## config.mk

```make
export PLATFORM = sky130hd
export DESIGN_NAME = mips_cpu_dmem_bridge
export DESIGN_NICKNAME = d
export VERILOG_FILES = /design/src/rtl/mips_cpu_dmem_bridge.sv
export SDC_FILE = /design/constraint.sdc
export NUM_CORES = 1
export LEC_CHECK = 0
export CAP_MARGIN = 0
export CORE_UTILIZATION = 44
export CTS_CLUSTER_DIAMETER = 50
export DETAILED_ROUTE_END_ITERATION = 6
export PLACE_DENSITY_LB_ADDON = 0.15
export SKIP_CTS_REPAIR_TIMING = 1
export SYNTH_ARGS = -nofsm -noshare
export SYNTH_HDL_FRONTEND = slang
export SYNTH_SLANG_ARGS = --single-unit
```

## constraint.sdc

```tcl
create_clock -name clk -period 4.5 [get_ports clk]
set_input_delay 0.9 -clock clk [delete_from_list [all_inputs] [get_ports clk]]
set_output_delay 0.9 -clock clk [all_outputs]
set_load 0.01 [all_outputs]
```

## src/rtl/mips_cpu_dmem_bridge.sv

```systemverilog
// Bridges the CPU's single-cycle data port onto a wait-request memory bus, stalling the CPU via clk_enable.
// Optional statistics counters are compiled in with `define MIPS_DMEM_BRIDGE_STATS_EN.
module mips_cpu_dmem_bridge #(
   parameter int TIMEOUT = 256,
   parameter int CNT_W   = 16
) (
   input  logic             clk,
   input  logic             reset,
   input  logic [31:0]      cpu_address,
   input  logic             cpu_read,
   input  logic             cpu_write,
   input  logic [31:0]      cpu_writedata,
   output logic [31:0]      cpu_readdata,
   output logic             cpu_clk_enable,
   output logic [31:0]      avm_address,
   output logic             avm_read,
   output logic             avm_write,
   output logic [31:0]      avm_writedata,
   output logic [3:0]       avm_byteenable,
   input  logic [31:0]      avm_readdata,
   input  logic             avm_waitrequest,
   output logic             bus_error
`ifdef MIPS_DMEM_BRIDGE_STATS_EN
  ,output logic [CNT_W-1:0] stat_reads,
   output logic [CNT_W-1:0] stat_writes,
   output logic [CNT_W-1:0] stat_stalls
`endif
);

   typedef enum logic [1:0] {S_IDLE, S_BUS, S_DONE} state_t;

   localparam int TO_W = (TIMEOUT > 1) ? $clog2(TIMEOUT + 1) : 1;

   state_t            state_q;
   logic [31:0]       avm_address_q;
   logic [31:0]       avm_writedata_q;
   logic              avm_read_q;
   logic              avm_write_q;
   logic [31:0]       cpu_readdata_q;
   logic              bus_error_q;
   logic [TO_W-1:0]   to_cnt_q;
   logic [TO_W-1:0]   to_cnt_d;
   logic              to_hit;
   logic              cpu_req;

   assign cpu_req  = cpu_read | cpu_write;
   assign to_cnt_d = to_cnt_q + 1'b1;
   // Abort on the wait cycle that would bring the counter up to TIMEOUT.
   assign to_hit   = (TIMEOUT != 0) && (to_cnt_d == TO_W'(TIMEOUT));

   always_ff @(posedge clk) begin
      if (reset) begin
         state_q         <= S_IDLE;
         avm_address_q   <= '0;
         avm_writedata_q <= '0;
         avm_read_q      <= 1'b0;
         avm_write_q     <= 1'b0;
         cpu_readdata_q  <= '0;
         bus_error_q     <= 1'b0;
         to_cnt_q        <= '0;
      end else begin
         case (state_q)
            S_IDLE: begin
               if (cpu_req) begin
                  avm_address_q   <= {cpu_address[31:2], 2'b00};
                  avm_writedata_q <= cpu_writedata;
                  avm_write_q     <= cpu_write;
                  avm_read_q      <= cpu_read & ~cpu_write;
                  to_cnt_q        <= '0;
                  if (cpu_read && cpu_write) bus_error_q <= 1'b1;
                  state_q         <= S_BUS;
               end
            end
            S_BUS: begin
               if (!avm_waitrequest) begin
                  avm_read_q  <= 1'b0;
                  avm_write_q <= 1'b0;
                  if (avm_read_q) cpu_readdata_q <= avm_readdata;
                  state_q     <= S_DONE;
               end else if (to_hit) begin
                  avm_read_q  <= 1'b0;
                  avm_write_q <= 1'b0;
                  to_cnt_q    <= to_cnt_d;
                  bus_error_q <= 1'b1;
                  if (avm_read_q) cpu_readdata_q <= '0;
                  state_q     <= S_DONE;
               end else begin
                  to_cnt_q <= to_cnt_d;
               end
            end
            S_DONE:  state_q <= S_IDLE;
            default: state_q <= S_IDLE;
         endcase
      end
   end

   assign cpu_clk_enable = ((state_q == S_IDLE) && !cpu_req) || (state_q == S_DONE);
   assign cpu_readdata   = cpu_readdata_q;
   assign avm_address    = avm_address_q;
   assign avm_writedata  = avm_writedata_q;
   assign avm_read       = avm_read_q;
   assign avm_write      = avm_write_q;
   assign avm_byteenable = 4'hF;
   assign bus_error      = bus_error_q;

`ifdef MIPS_DMEM_BRIDGE_STATS_EN
   logic [CNT_W-1:0] stat_reads_q;
   logic [CNT_W-1:0] stat_writes_q;
   logic [CNT_W-1:0] stat_stalls_q;
   logic             bus_done;

   // Only transactions the bus acknowledged count; timeouts do not.
   assign bus_done = (state_q == S_BUS) && !avm_waitrequest;

   always_ff @(posedge clk) begin
      if (reset) begin
         stat_reads_q  <= '0;
         stat_writes_q <= '0;
         stat_stalls_q <= '0;
      end else begin
         if (bus_done && avm_read_q && !(&stat_reads_q))
            stat_reads_q <= stat_reads_q + 1'b1;
         if (bus_done && avm_write_q && !(&stat_writes_q))
            stat_writes_q <= stat_writes_q + 1'b1;
         if (!cpu_clk_enable && !(&stat_stalls_q))
            stat_stalls_q <= stat_stalls_q + 1'b1;
      end
   end

   assign stat_reads  = stat_reads_q;
   assign stat_writes = stat_writes_q;
   assign stat_stalls = stat_stalls_q;
`endif

endmodule

```

==> results of run 1 <==
[cell type report]
cell class | instances | area, um^2 | area share (%)
sequential | 108 | 2160 | 33.0
multi-input combinational | 382 | 2050 | 31.3
timing repair buffer | 200 | 1990 | 30.4
tap | 133 | 166 | 2.54
clock buffer | 11 | 131 | 2.01
clock inverter | 5 | 37.5 | 0.573
inverter | 3 | 11.3 | 0.172
[critical path, cell delays in order]
cell and delay (ps):
sky130_fd_sc_hd__clkdlybuf4s50_1 510, sky130_fd_sc_hd__nor2_1 220, sky130_fd_sc_hd__nor2_1 60, sky130_fd_sc_hd__nor2_1 90, sky130_fd_sc_hd__clkdlybuf4s50_1 580
[routing by layer]
layer / GRT usage, % / wire length (um) / up-vias
met2: 37.1 / 5810 / 145
met4: 7.69 / 142 / 0
met5: 0 / 0 / -
met3: 7.32 / 1040 / 10
met1: 26.7 / 5020 / 1978
li1: - / - / 2182
[worst max-delay path by stage]
stage,to,slack [ps],from
floorplan,cpu_clk_enable,2370,cpu_write
global placement,cpu_clk_enable,1240,cpu_write
detailed placement,cpu_clk_enable,1240,cpu_write
CTS,cpu_clk_enable,1240,cpu_write
global route,cpu_clk_enable,1160,cpu_write
finish,cpu_clk_enable,1250,cpu_write
[report_power, final]
group / switching [uW] / internal [uW] / leakage [uW]
sequential: 33.2 / 1010 / 0.000883
clock: 325 / 204 / 0.0000799
combinational: 183 / 214 / 0.00133
total: 541 / 1430 / 0.00230
[flip-flops by register name (all words and copies together), names as in the netlist]
name / cells
avm_read: 1
state_q: 2
avm_address: 30
bus_error: 1
to_cnt_q: 9
cpu_readdata: 32
avm_write: 1
avm_writedata: 32
[logic make-up after synthesis]
| group | after synthesis | synth area share, % |
|---|---|---|
| AO/OA/AOI/OAI | 162 | 22.6 |
| adder cells (fa/ha/maj) | 2 | 0.567 |
| buffers and inverters | 51 | 5.38 |
| flip-flops | 108 | 49.0 |
| other | 2 | 0.170 |
| AND/OR/NAND/NOR | 212 | 22.4 |
[placed cells by master, fill, tap and decap left out, types with 2 or more instances in the layout]
cell type                         instances
sky130_fd_sc_hd__clkdlybuf4s50_1        195
sky130_fd_sc_hd__clkinvlp_4               2
sky130_fd_sc_hd__a31oi_1                  4
sky130_fd_sc_hd__ha_1                     2
sky130_fd_sc_hd__nand3_1                  4
sky130_fd_sc_hd__o211ai_1                 2
sky130_fd_sc_hd__nor2b_1                  4
sky130_fd_sc_hd__nor2_1                  19
sky130_fd_sc_hd__nor3b_1                 34
sky130_fd_sc_hd__a311oi_1                 3
sky130_fd_sc_hd__clkbuf_8                 9
sky130_fd_sc_hd__inv_1                    3
sky130_fd_sc_hd__o2bb2ai_1               32
sky130_fd_sc_hd__buf_4                    5
sky130_fd_sc_hd__a21boi_0                 2
sky130_fd_sc_hd__nand3b_1                 3
sky130_fd_sc_hd__or4_1                    2
sky130_fd_sc_hd__o21ai_0                  9
sky130_fd_sc_hd__conb_1                   6
sky130_fd_sc_hd__dfxtp_1                108
sky130_fd_sc_hd__nand2_1                135
sky130_fd_sc_hd__a21oi_1                101
sky130_fd_sc_hd__nor3_1                   2
sky130_fd_sc_hd__and3_1                   2
sky130_fd_sc_hd__clkbuf_1                 2
sky130_fd_sc_hd__or3_1                    2
[per-stage QoR]
stage	cells	hold WS, ps	utilization, %
6_report	842	456	67.3
2_1_floorplan	541	481	-
5_1_grt	842	471	67.3
3_3_place_gp	826	441	65.6
4_1_cts	842	460	67.3
3_5_place_dp	826	446	65.6
==> impl_metrics.yaml, run 1 <==
synth:
  synth_sequential_area_ratio_pct: 49.0
  synthTopCellsByCount: "136 x sky130_fd_sc_hd__nand2_1, 108 x sky130_fd_sc_hd__dfxtp_1, 101 x sky130_fd_sc_hd__a21oi_1"
  synth.distinct_cells: 37
  synth_area_leader_cell: "sky130_fd_sc_hd__dfxtp_1"
  syn-instance-count: 537
  synth_most_common_cell: "sky130_fd_sc_hd__nand2_1"
  async_flop_share_pct: 0
  synth.top_cell.area_share_pct: 49.0
  ys_top_cells_by_area: "sky130_fd_sc_hd__dfxtp_1 49%, sky130_fd_sc_hd__nand2_1 12%, sky130_fd_sc_hd__a21oi_1 11%"
  synthFlopType: "sky130_fd_sc_hd__dfxtp_1"
  synth_enable_flop_cells: 0
  yosysWarnings: 0
  synth_seq_cells: 108
  postSynthAreaPerCell_um2: 8.22
  mapped_cell_area_mm2: 0.00442
layout:
  antenna_cells_inserted: 0
  area_delta_synth_final_pct: 48.3
  layout.nets: 807
  n_fill_cell: 810
  layout-drive-gt1-share_pct: 3.53
  final_design_area_no_fill_mm2: 0.00655
drt:
  detailedRoute.firstIterationViolations: 179
  firstDrtPassIters: 4
  detail_route.drc_violations: 0
  drtAntennaViolNets: 0
  detailed_route_wire_length_mm: 12.0
  route.detailed.vias_per_inst: 5.12
  wl_per_cell_um: 14.3
  num_vias: 4315
critical_path:
  r2r_end: "cpu_readdata[26]"
  setup.worst_path.end_class: "output port"
  start_kind: "input port"
  reg2reg_depth: 6
  worst-path-max-fanout: 5
  worst_r2r_startpoint: "to_cnt_q[0]"
  cp.arrival_ps: 2350
  worst-setup-path-type: "input port to output port"
  timing.critical_path.required_ps: 3600
  flop2flop_setup_slack_ps: 2120
floorplan:
  initial_utilization_pct: 45.4
  pin_count: 205
  die_outline_width_um: 102
  num_rows: 36
  design.core.area_mm2: 0.00973
  fp.dieH_um: 102
  floorplan.die_area_mm2: 0.0104
power:
  power_per_cell_area_mw_per_mm2: 301
  p_total_uw: 1970
  power.ir.vdd_worst_mv: 0.171
  leakage_uw: 0.00230
placed_design:
  place_congestion: 0.796
  place_ws_ps: 1240
  dp_hpwl_mm: 8.25
  port_buffers: 196
  placed_cell_area_mm2: 0.00638
grt:
  number_of_global_route_vias_before_repair: 3861
  globalRouteTotalUtil_pct: 22.2
  grt_overflow: 0
  antenna_violations_before_repair: 0
  global_route_wire_length_before_repair_mm: 18.4
  grt_start_max_net_pins: 65
sta:
  unrepaired_setup_endpoints_after_global_routing: "no"
  hold_viol_final: 0
  postLayoutSetupSlackWorst_ps: 1250
  max_slew.worst_pin.slew_ps: 1070
  period_needed_ps: 3250
  setup_total_negative_slack_ps: 0
  finalCritPeriodShare_pct: 72.3
  final_report_max_slew_violation_count: 0
  max_freq_ghz: 0.307
  clock_skew_ps: 13.7
  timing.slew.headroom_pct: 28.4
  setup-violations-final: 0
cts:
  clk_transition_reported_paths_ps: 90
  clock_tree_from_tritoncts: "done"
  ctsHtreeMaxLevel: 3
  clock_latency_on_the_worst_skew_pair_ps: 370
  clock_path_buffers: 2
  cts_root_buf: "sky130_fd_sc_hd__clkbuf_8"
  clk_sink_count: 108
  numCtsBuffers: 9
worst_hold_path:
  min_path_type: "flip-flop to flip-flop"
  whs_endpoint: "avm_writedata[0]"
  min_path_cells: 2
  min-delay-start: "avm_writedata[0]"
flow_run:
  timing.max_cap.violations: 0
outcome:
  run_status: "finished, final reports clean"
Power figures use the tool's default switching activity.
==> run 2: changes to the inputs <==
--- a/config.mk
+++ b/config.mk
@@ -6,7 +6,7 @@
 export NUM_CORES = 1
 export LEC_CHECK = 0
 export CAP_MARGIN = 0
-export CORE_UTILIZATION = 44
+export CORE_UTILIZATION = 37
 export CTS_CLUSTER_DIAMETER = 50
 export DETAILED_ROUTE_END_ITERATION = 6
 export PLACE_DENSITY_LB_ADDON = 0.15
==> constraint.sdc (replaced) <==
create_clock -name clk -period 2.9 [get_ports clk]
set_input_delay 0.58 -clock clk [delete_from_list [all_inputs] [get_ports clk]]
set_output_delay 0.58 -clock clk [all_outputs]
set_load 0.01 [all_outputs]
==> run 2 against run 1 <==
- the run now ends with DRC left
- clock power grew to 2.6 times the previous value
- worst setup slack worse by 990 ps
- sequential power is 56% higher
- register-to-register slack worse by 1500 ps
- sequential share of layout area is 1.1 points lower
- core utilization is 8.5 points lower
- first-iteration DRC count is 96% higher
- wire length is 4.5% higher
- combinational power is 60% higher
- flip-flop and latch count stayed put
- count of clock-buffer cells in the layout stayed put
- final cell count is 1.5% higher
- critical path type unchanged
- largest power group unchanged
==> impl_metrics.yaml, run 2 (synthesis gave the netlist of run 1 again) <==
sta:
  period_needed_ps: 2650
  clock_skew_ps: 7.35
  max_freq_ghz: 0.378
  hold_viol_final: 0
  max_slew.worst_pin.slew_ps: 648
  unrepaired_setup_endpoints_after_global_routing: "no"
  timing.slew.headroom_pct: 56.8
  setup_total_negative_slack_ps: 0
  finalCritPeriodShare_pct: 91.2
  final_report_max_slew_violation_count: 0
  setup-violations-final: 0
drt:
  wl_per_cell_um: 14.7
  detailed_route_wire_length_mm: 12.6
  route.detailed.vias_per_inst: 5.09
  num_vias: 4349
  firstDrtPassIters: 7
  detailedRoute.firstIterationViolations: 350
  detail_route.drc_violations: 36
  drtAntennaViolNets: 0
cts:
  numCtsBuffers: 9
  ctsHtreeMaxLevel: 3
  clk_transition_reported_paths_ps: 70
  clock_path_buffers: 2
  cts_root_buf: "sky130_fd_sc_hd__clkbuf_16"
  clk_sink_count: 108
  clock_tree_from_tritoncts: "done"
  clock_latency_on_the_worst_skew_pair_ps: 340
layout:
  antenna_cells_inserted: 0
  layout.nets: 810
  layout_common_cells: "195 x sky130_fd_sc_hd__clkdlybuf4s50_1, 135 x sky130_fd_sc_hd__nand2_1, 108 x sky130_fd_sc_hd__dfxtp_1, 101 x sky130_fd_sc_hd__a21oi_1, 34 x sky130_fd_sc_hd__nor3b_1"
  area_delta_synth_final_pct: 53.4
  final-seq-area_mm2: 0.00216
  multi_input_area_mm2: 0.00205
  n_fill_cell: 1042
  layout-drive-gt1-share_pct: 3.93
  final_design_area_no_fill_mm2: 0.00677
  mostFrequentLayoutCell: "sky130_fd_sc_hd__clkdlybuf4s50_1"
critical_path:
  critPathMaxStageDelay_ps: 580
  cp.arrival_ps: 2070
  worst-path-max-fanout: 5
  worst-setup-path-type: "input port to output port"
  start_kind: "input port"
  setup.worst_path.end_class: "output port"
  timing.critical_path.required_ps: 2320
  most_used_cell_along_the_critical_path: "sky130_fd_sc_hd__nor2_1"
  cp_cell_sequence: "clkdlybuf4s50_1, nor2_1, nor2_1, nor2_1, clkdlybuf4s50_1"
  library_cell_contributing_the_largest_single_delay_on_the_critical_path: "sky130_fd_sc_hd__clkdlybuf4s50_1"
outcome:
  failed_checks: "DRC"
  run_status: "finished with violations"
grt:
  met1_usage_pct: 25.0
  number_of_global_route_vias_before_repair: 4140
  antenna_violations_before_repair: 0
  grt_start_max_net_pins: 65
  grt_overflow: 0
  global_route_wire_length_before_repair_mm: 20.4
  globalRouteTotalUtil_pct: 20.3
  grt_util_met3_pct: 6.56
  global_route.usage.met2_pct: 32.5
  grt-busiest-layer: "met2"
floorplan:
  design.core.area_mm2: 0.0115
  floorplan.die_area_mm2: 0.0124
  num_rows: 39
  initial_utilization_pct: 38.3
  die_outline_width_um: 111
  fp.dieH_um: 111
  pin_count: 205
power:
  power_per_cell_area_mw_per_mm2: 536
  p_total_uw: 3630
  leakage_uw: 0.00240
  power.ir.vdd_worst_mv: 0.240
worst_hold_path:
  min_path_type: "flip-flop to flip-flop"
placed_design:
  placed_cell_area_mm2: 0.00644
  place_congestion: 0.814
  dp_hpwl_mm: 8.51
  port_buffers: 196
flow_run:
  timing.max_cap.violations: 0
==> run 2: report_power, final <==
part | switching (uW) | total, uW | internal (uW)
Combinational | 291 | 634 | 343
Sequential | 50.8 | 1620 | 1570
Clock | 530 | 1370 | 842
Total | 872 | 3630 | 2750
==> run 2: critical path, delay by kind of cell <==
kind                   cells  cell delay, ps
buffers and inverters      2            1090
and+or+nand+nor            3             390
==> run 2: final cells by class <==
class,count,area share [%]
repair buffers,203,30.1
multi-input cells,382,30.3
clock buffers,11,3.44
flip-flops and latches,108,31.9
inverters,3,0.166
well taps,143,2.64
clock inverters,5,1.48
==> run 2: final timing paths <==
kind | endpoint | slack (ps) | from | cells after the start
setup / recovery | cpu_clk_enable | 250 | cpu_read | 5
hold / removal | avm_writedata[18] | 450 | avm_writedata[18] | 2
hold reg to reg | avm_writedata[18] | 450 | avm_writedata[18] | 2
setup reg to reg | cpu_readdata[16] | 600 | to_cnt_q[0] | 7
==> run 2: metrics by stage <==
step	util, %	hold WS, ps	instances	setup slack (ps)
global placement	55.9	441	839	268
finish	58.8	453	855	254
detailed placement	55.9	446	839	261
floorplan	-	481	541	888
CTS	58.8	455	855	252
global route	58.8	471	855	202
==> run 2: per-layer routing <==
metal,vias up,share of wire [%]
met1,1968,43
met3,21,9.4
met4,0,2.5
met2,168,45
met5,-,0
li1,2192,-
